===== src/rtl/instr_fetch_if.sv =====
// Fetch-stage bus bundle: instruction-memory read port plus the
// valid/ready instruction handshake toward the control unit.
interface instr_fetch_if #(
    parameter int ADDR_W = 8
);
    logic              imem_rd;
    logic [ADDR_W-1:0] imem_addr;
    logic [15:0]       imem_data;
    logic [15:0]       command;
    logic [15:0]       number;
    logic [15:0]       address;
    logic              instr_valid;
    logic              instr_ready;

    modport master (
        output imem_rd, imem_addr, command, number, address, instr_valid,
        input  imem_data, instr_ready
    );

    modport slave (
        input  imem_rd, imem_addr, command, number, address, instr_valid,
        output imem_data, instr_ready
    );
endinterface


===== src/rtl/instr_fetch.sv =====
// Fetch stage: reads three-word instructions from a synchronous-read memory and
// issues them under valid/ready. Optional local jumps via INSTR_FETCH_JUMP_EN.
module instr_fetch #(
    parameter int              ADDR_W   = 8,
    parameter logic [ADDR_W-1:0] RESET_PC = '0
) (
    input  logic              clk,
    input  logic              rst_n,
    instr_fetch_if.master     bus,
    output logic [ADDR_W-1:0] pc_o,
    output logic              halted_o
);
    typedef enum logic [2:0] {BOOT, F0, F1, F2, F3, ISSUE, HALT} state_t;

    localparam logic [3:0] OP_HALT = 4'b1111;
`ifdef INSTR_FETCH_JUMP_EN
    localparam logic [3:0] OP_JUMP = 4'b0101;
`endif

    state_t            state_q, state_d;
    logic [ADDR_W-1:0] pc_q, pc_d;
    logic [15:0]       cmd_q, cmd_d;
    logic [15:0]       num_q, num_d;
    logic [15:0]       adr_q, adr_d;

    always_ff @(posedge clk or negedge rst_n) begin
        if (!rst_n) begin
            state_q <= BOOT;
            pc_q    <= RESET_PC;
            cmd_q   <= '0;
            num_q   <= '0;
            adr_q   <= '0;
        end else begin
            state_q <= state_d;
            pc_q    <= pc_d;
            cmd_q   <= cmd_d;
            num_q   <= num_d;
            adr_q   <= adr_d;
        end
    end

    // Memory data always belongs to the read issued in the previous state.
    always_comb begin
        state_d       = state_q;
        pc_d          = pc_q;
        cmd_d         = cmd_q;
        num_d         = num_q;
        adr_d         = adr_q;
        bus.imem_rd   = 1'b0;
        bus.imem_addr = pc_q;
        case (state_q)
            BOOT: state_d = F0;
            F0: begin
                bus.imem_rd = 1'b1;
                state_d     = F1;
            end
            F1: begin
                cmd_d = bus.imem_data;
                if (bus.imem_data[15:12] == OP_HALT) begin
                    state_d = HALT;
                end else begin
                    bus.imem_rd   = 1'b1;
                    bus.imem_addr = pc_q + ADDR_W'(1);
                    state_d       = F2;
                end
            end
            F2: begin
                num_d         = bus.imem_data;
                bus.imem_rd   = 1'b1;
                bus.imem_addr = pc_q + ADDR_W'(2);
                state_d       = F3;
            end
            F3: begin
                adr_d   = bus.imem_data;
                pc_d    = pc_q + ADDR_W'(3);
                state_d = ISSUE;
`ifdef INSTR_FETCH_JUMP_EN
                if (cmd_q[15:12] == OP_JUMP) begin
                    pc_d    = bus.imem_data[ADDR_W-1:0];
                    state_d = F0;
                end
`endif
            end
            ISSUE: begin
                if (bus.instr_ready) state_d = F0;
            end
            HALT:    state_d = HALT;
            default: state_d = BOOT;
        endcase
    end

    assign bus.instr_valid = (state_q == ISSUE);
    assign bus.command     = cmd_q;
    assign bus.number      = num_q;
    assign bus.address     = adr_q;
    assign pc_o            = pc_q;
    assign halted_o        = (state_q == HALT);
endmodule


===== src/flat_wrapper.sv =====
// flat-port wrapper written by rule: the top's interface ports become plain ports
module instr_fetch_flat 
#(
    parameter int              ADDR_W   = 8,
    parameter logic [ADDR_W-1:0] RESET_PC = '0
)
  (clk, rst_n, pc_o, halted_o, bus_imem_rd, bus_imem_addr, bus_command, bus_number, bus_address, bus_instr_valid, bus_imem_data, bus_instr_ready);
  instr_fetch_if #(.ADDR_W(ADDR_W)) bus_i ();
  input  logic clk;
  input  logic rst_n;
  output logic [ADDR_W-1:0] pc_o;
  output logic halted_o;
  output wire logic [$bits(bus_i.imem_rd)-1:0] bus_imem_rd;
  output wire logic [$bits(bus_i.imem_addr)-1:0] bus_imem_addr;
  output wire logic [$bits(bus_i.command)-1:0] bus_command;
  output wire logic [$bits(bus_i.number)-1:0] bus_number;
  output wire logic [$bits(bus_i.address)-1:0] bus_address;
  output wire logic [$bits(bus_i.instr_valid)-1:0] bus_instr_valid;
  input wire logic [$bits(bus_i.imem_data)-1:0] bus_imem_data;
  input wire logic [$bits(bus_i.instr_ready)-1:0] bus_instr_ready;
  assign bus_imem_rd = bus_i.imem_rd;
  assign bus_imem_addr = bus_i.imem_addr;
  assign bus_command = bus_i.command;
  assign bus_number = bus_i.number;
  assign bus_address = bus_i.address;
  assign bus_instr_valid = bus_i.instr_valid;
  assign bus_i.imem_data = bus_imem_data;
  assign bus_i.instr_ready = bus_instr_ready;
  instr_fetch #(.ADDR_W(ADDR_W), .RESET_PC(RESET_PC)) u_core (.clk(clk), .rst_n(rst_n), .bus(bus_i), .pc_o(pc_o), .halted_o(halted_o));
endmodule

===== config.mk =====
export PLATFORM = sky130hd
export DESIGN_NAME = instr_fetch_flat
export DESIGN_NICKNAME = d
export VERILOG_FILES = /design/src/rtl/instr_fetch_if.sv /design/src/rtl/instr_fetch.sv /design/src/flat_wrapper.sv
export SDC_FILE = /design/constraint.sdc
export NUM_CORES = 1
export LEC_CHECK = 0
export ABC_AREA = 1
export CAP_MARGIN = 10
export CORE_AREA = 4 4 79 81
export CTS_CLUSTER_SIZE = 20
export DETAILED_ROUTE_END_ITERATION = 16
export DIE_AREA = 0 0 83 85
export HOLD_SLACK_MARGIN = 0.15
export PLACE_DENSITY = 0.82
export SLEW_MARGIN = 20
export SYNTH_ARGS = -nofsm -noshare
export SYNTH_HDL_FRONTEND = slang
export SYNTH_SLANG_ARGS = --single-unit

===== constraint.sdc =====
create_clock -name clk -period 3 [get_ports clk]
set_input_delay 0.6 -clock clk [delete_from_list [all_inputs] [get_ports clk]]
set_output_delay 0.6 -clock clk [all_outputs]
set_load 0.02 [all_outputs]

==> key figures <==
Logic synthesis
  – Mean Syn Cell Area: between 8 and 9 µm²
  – Syn Inst Count: 297
  – Syn. warnings: 0
  – Mapped cell area: around 2600 µm²
  – Seq/Total Area, Yosys: 0.5600
  – Post-synth EDFFs: 0
  – Post-Syn Nets: 320
  – Post-synth ARST share: 1.000
  – Main flop type after synthesis: dfrtp_1
  – Number of synthesized register bits: 59
  – Yosys cell types: 24

Critical path
  – Crit end category: output port
  – Kind of critical path: input pin to output port
  – Data required, critical path: ~2.4 ns
  – Critical path data arrival time: roughly 2.3 ns
  – R2R Setup Slk: 1.39 ns
  – Crit Path Max Fanout: 3
  – Startpoint Class: input pin

Floorplan
  – Area of the die: slightly above 7000 µm²
  – Height of the die: roughly 85 µm
  – Top-Level Pins: 86
  – Starting density of the core: 0.4817
  – Core area: around 5500 µm²
  – Core Rows: 27
  – Die X: ~83 µm

Timing
  – Least-Margin Pin Slew: between 0.4 and 0.5 ns
  – Endpoints failing hold: 0
  – Layout Skew: between 0.01 and 0.015 ns
  – Setup violations, final: 0
  – Unrepaired setup endpoints after global routing: no
  – Fmax: 0.3466 GHz
  – Max Slew Vio Count: 0
  – Period utilisation layout: 0.9618
  – Slew HR: 0.6849
  – Min cycle time layout: about 2.9 ns

Power and ir drop
  – P_leak: approximately 1.9 nW
  – Pint: 2.619 mW
  – Total power: between 4 and 5 mW
  – Sw Ratio: 0.4278
  – Net Sw Power: roughly 2 mW
  – Reg power frac: 0.323
  – Comb power frac: 0.517
  – Worst vdd ir: roughly 0.64 mV
  – Pwr/cell area: roughly 1200 nW/µm²
  – Clock share of power: 0.160

GRT
  – Vias in the first global route: 2302
  – GRT Residual Overflow: 0
  – Maximum number of pins on one net before global-route repair: 38
  – First-pass GRT wire length: about 11000 µm
  – Initial antenna violation count: 0
  – Total Routing Usage GR: 0.2017

Drt
  – First-pass DRT Iterations: 4
  – Post-DRT Antenna Nets: 0
  – Post-route DRC: 0
  – Total wire length: 6653 µm
  – Initial DRC Count: approximately 170
  – Met2 WL: 3310 µm
  – WL per Instance: about 14 µm
  – Uppermost layer routed: met4
  – Drt via density: between 4 and 5
  – DR vias: 2312
  – Metal1 wirelength: around 2800 µm
  – WL met3: just over 400 µm

Placement
  – Hpwl dp: 4867 µm
  – GPL Wtd Cong: roughly 0.9
  – Post-placement cell area: between 3000 and 4000 µm²
  – Number of port buffers: 85

Final layout
  – Most frequent cells in the layout: nand2_1, clkdlybuf4s50_1, dfrtp_1, o21ai_0, inv_1
  – Fin nets: around 410
  – Ant diodes: 0
  – Layout cells sized above 1: 0.08629
  – Area growth from synthesis to layout: 43.38%
  – Cell area after layout: approximately 3800 µm²
  – Number of fill cells: approximately 460
  – Most common cell after layout, fill and taps aside: nand2_1

Clocking
  – Number of clock sinks: 59
  – Htree depth: 3
  – Clock Latency Late Sink: around 0.34 ns
  – Clk buf depth: 2
  – Total CTS buffers: 9
  – CTS root buffer: clkbuf_8
  – Clock slew seen by the registers of the worst setup and hold paths: around 0.06 ns
  – CTS tree: built
  – Post-CTS setup buffers: 0

Flow run
  – Max cap viols: 0

Status
  – Outcome: finished, final reports clean

Min path
  – Hold Crit Class: flop to flop
==> logic make-up after synthesis <==
logic type / count (synthesis) / share of synthesized area
simple gates: 120 / 0.2017
compound gates: 59 / 0.1139
flops: 59 / 0.5600
buf+inv: 46 / 0.07546
fa+ha+maj: 4 / 0.01899
xor+xnor: 9 / 0.02990
==> stage by stage <==
stage,setup TNS [ns],std cells,hold slack [ns],setup slack [ns],utilization
6_report,0,466,0.4791,0.1146,0.6907
3_3_place_gp,-0.01184,449,0.4657,-0.006702,0.6484
5_1_grt,0,466,0.5118,0.03498,0.6907
2_1_floorplan,0,297,0.3044,0.9041,-
3_5_place_dp,-0.2024,449,0.4725,-0.06546,0.6484
4_1_cts,0,466,0.4900,0.01865,0.6875
==> synthesized netlist by cell type (3+ instances only) <==
| cell type | n | area (µm²) |
|---|---|---|
| nor2_1 | 5 | 18.77 |
| nand2_1 | 83 | 311.6 |
| nand3_1 | 20 | 100.1 |
| inv_1 | 32 | 120.1 |
| buf_2 | 6 | 30.03 |
| nand4_1 | 3 | 18.77 |
| inv_2 | 3 | 11.26 |
| ha_1 | 4 | 50.05 |
| o21ai_0 | 56 | 280.3 |
| dfrtp_1 | 59 | 1476 |
| xor2_1 | 9 | 78.83 |
==> cell type report <==
cell class              instances  area [µm²]  share of cell area
clock buffers                  10       137.6             0.03641
clock inverters                 6       63.81             0.01688
inverters                      36       137.6             0.03641
multi-input cells             192       963.4              0.2549
flip-flops and latches         59        1476              0.3906
well taps                      72       90.09             0.02383
repair buffers                 91       910.9              0.2410
==> worst paths after layout <==
| path | startpoint | endpoint | cells past startpoint |
|---|---|---|---|
| worst max-delay path | bus_imem_data[13] | bus_imem_addr[2] | 7 |
| worst min-delay path | u_core.bus.address[0] | u_core.bus.address[0] | 2 |
| worst max register to register | u_core.state_q[1] | u_core.pc_o[7] | 5 |
| worst min register to register | u_core.bus.address[0] | u_core.bus.address[0] | 2 |
| max in group asynchronous | rst_n | u_core.state_q[1] | 3 |
| min in group asynchronous | rst_n | u_core.bus.number[3] | 2 |
==> timing repair <==
item,in CTS,in global routing
endpoints found under the hold margin,10,0
pin swaps,0,0
hold buffers,1,0
gates resized for setup,1,7
endpoints found under the setup margin,5,7
==> routing by layer <==
layer  up-vias  track usage
li1       1134            -
met1      1090       0.2361
met2        82       0.3389
met3         6      0.07573
met4         0      0.07578
met5         -            0
==> state kept, by name, summed over array words and instances (netlist names) <==
signal,cells
u_core.bus.number,16
u_core.pc_o,8
u_core.bus.address,16
u_core.state_q,3
u_core.bus.command,16
==> critical path, cell delays in order <==
cell             delay [ns]
clkdlybuf4s50_1        0.48
nand2_1                0.10
nor2_1                 0.25
o21ai_0                0.13
nand3_1                0.08
o211ai_1               0.09
clkdlybuf4s50_1        0.55
==> power groups by stage <==
stage / Combinational, mW / Clock [mW] / Sequential (mW)
after floorplan: 0.864 / 0 / 1.87
after CTS: 2.41 / 0.738 / 1.48
after global routing: 2.57 / 0.781 / 1.53
final: 2.37 / 0.731 / 1.48
after global placement: 2.33 / 0 / 1.47
after detailed placement: 2.40 / 0 / 1.48
No activity file was read; power rests on OpenSTA's default activity.
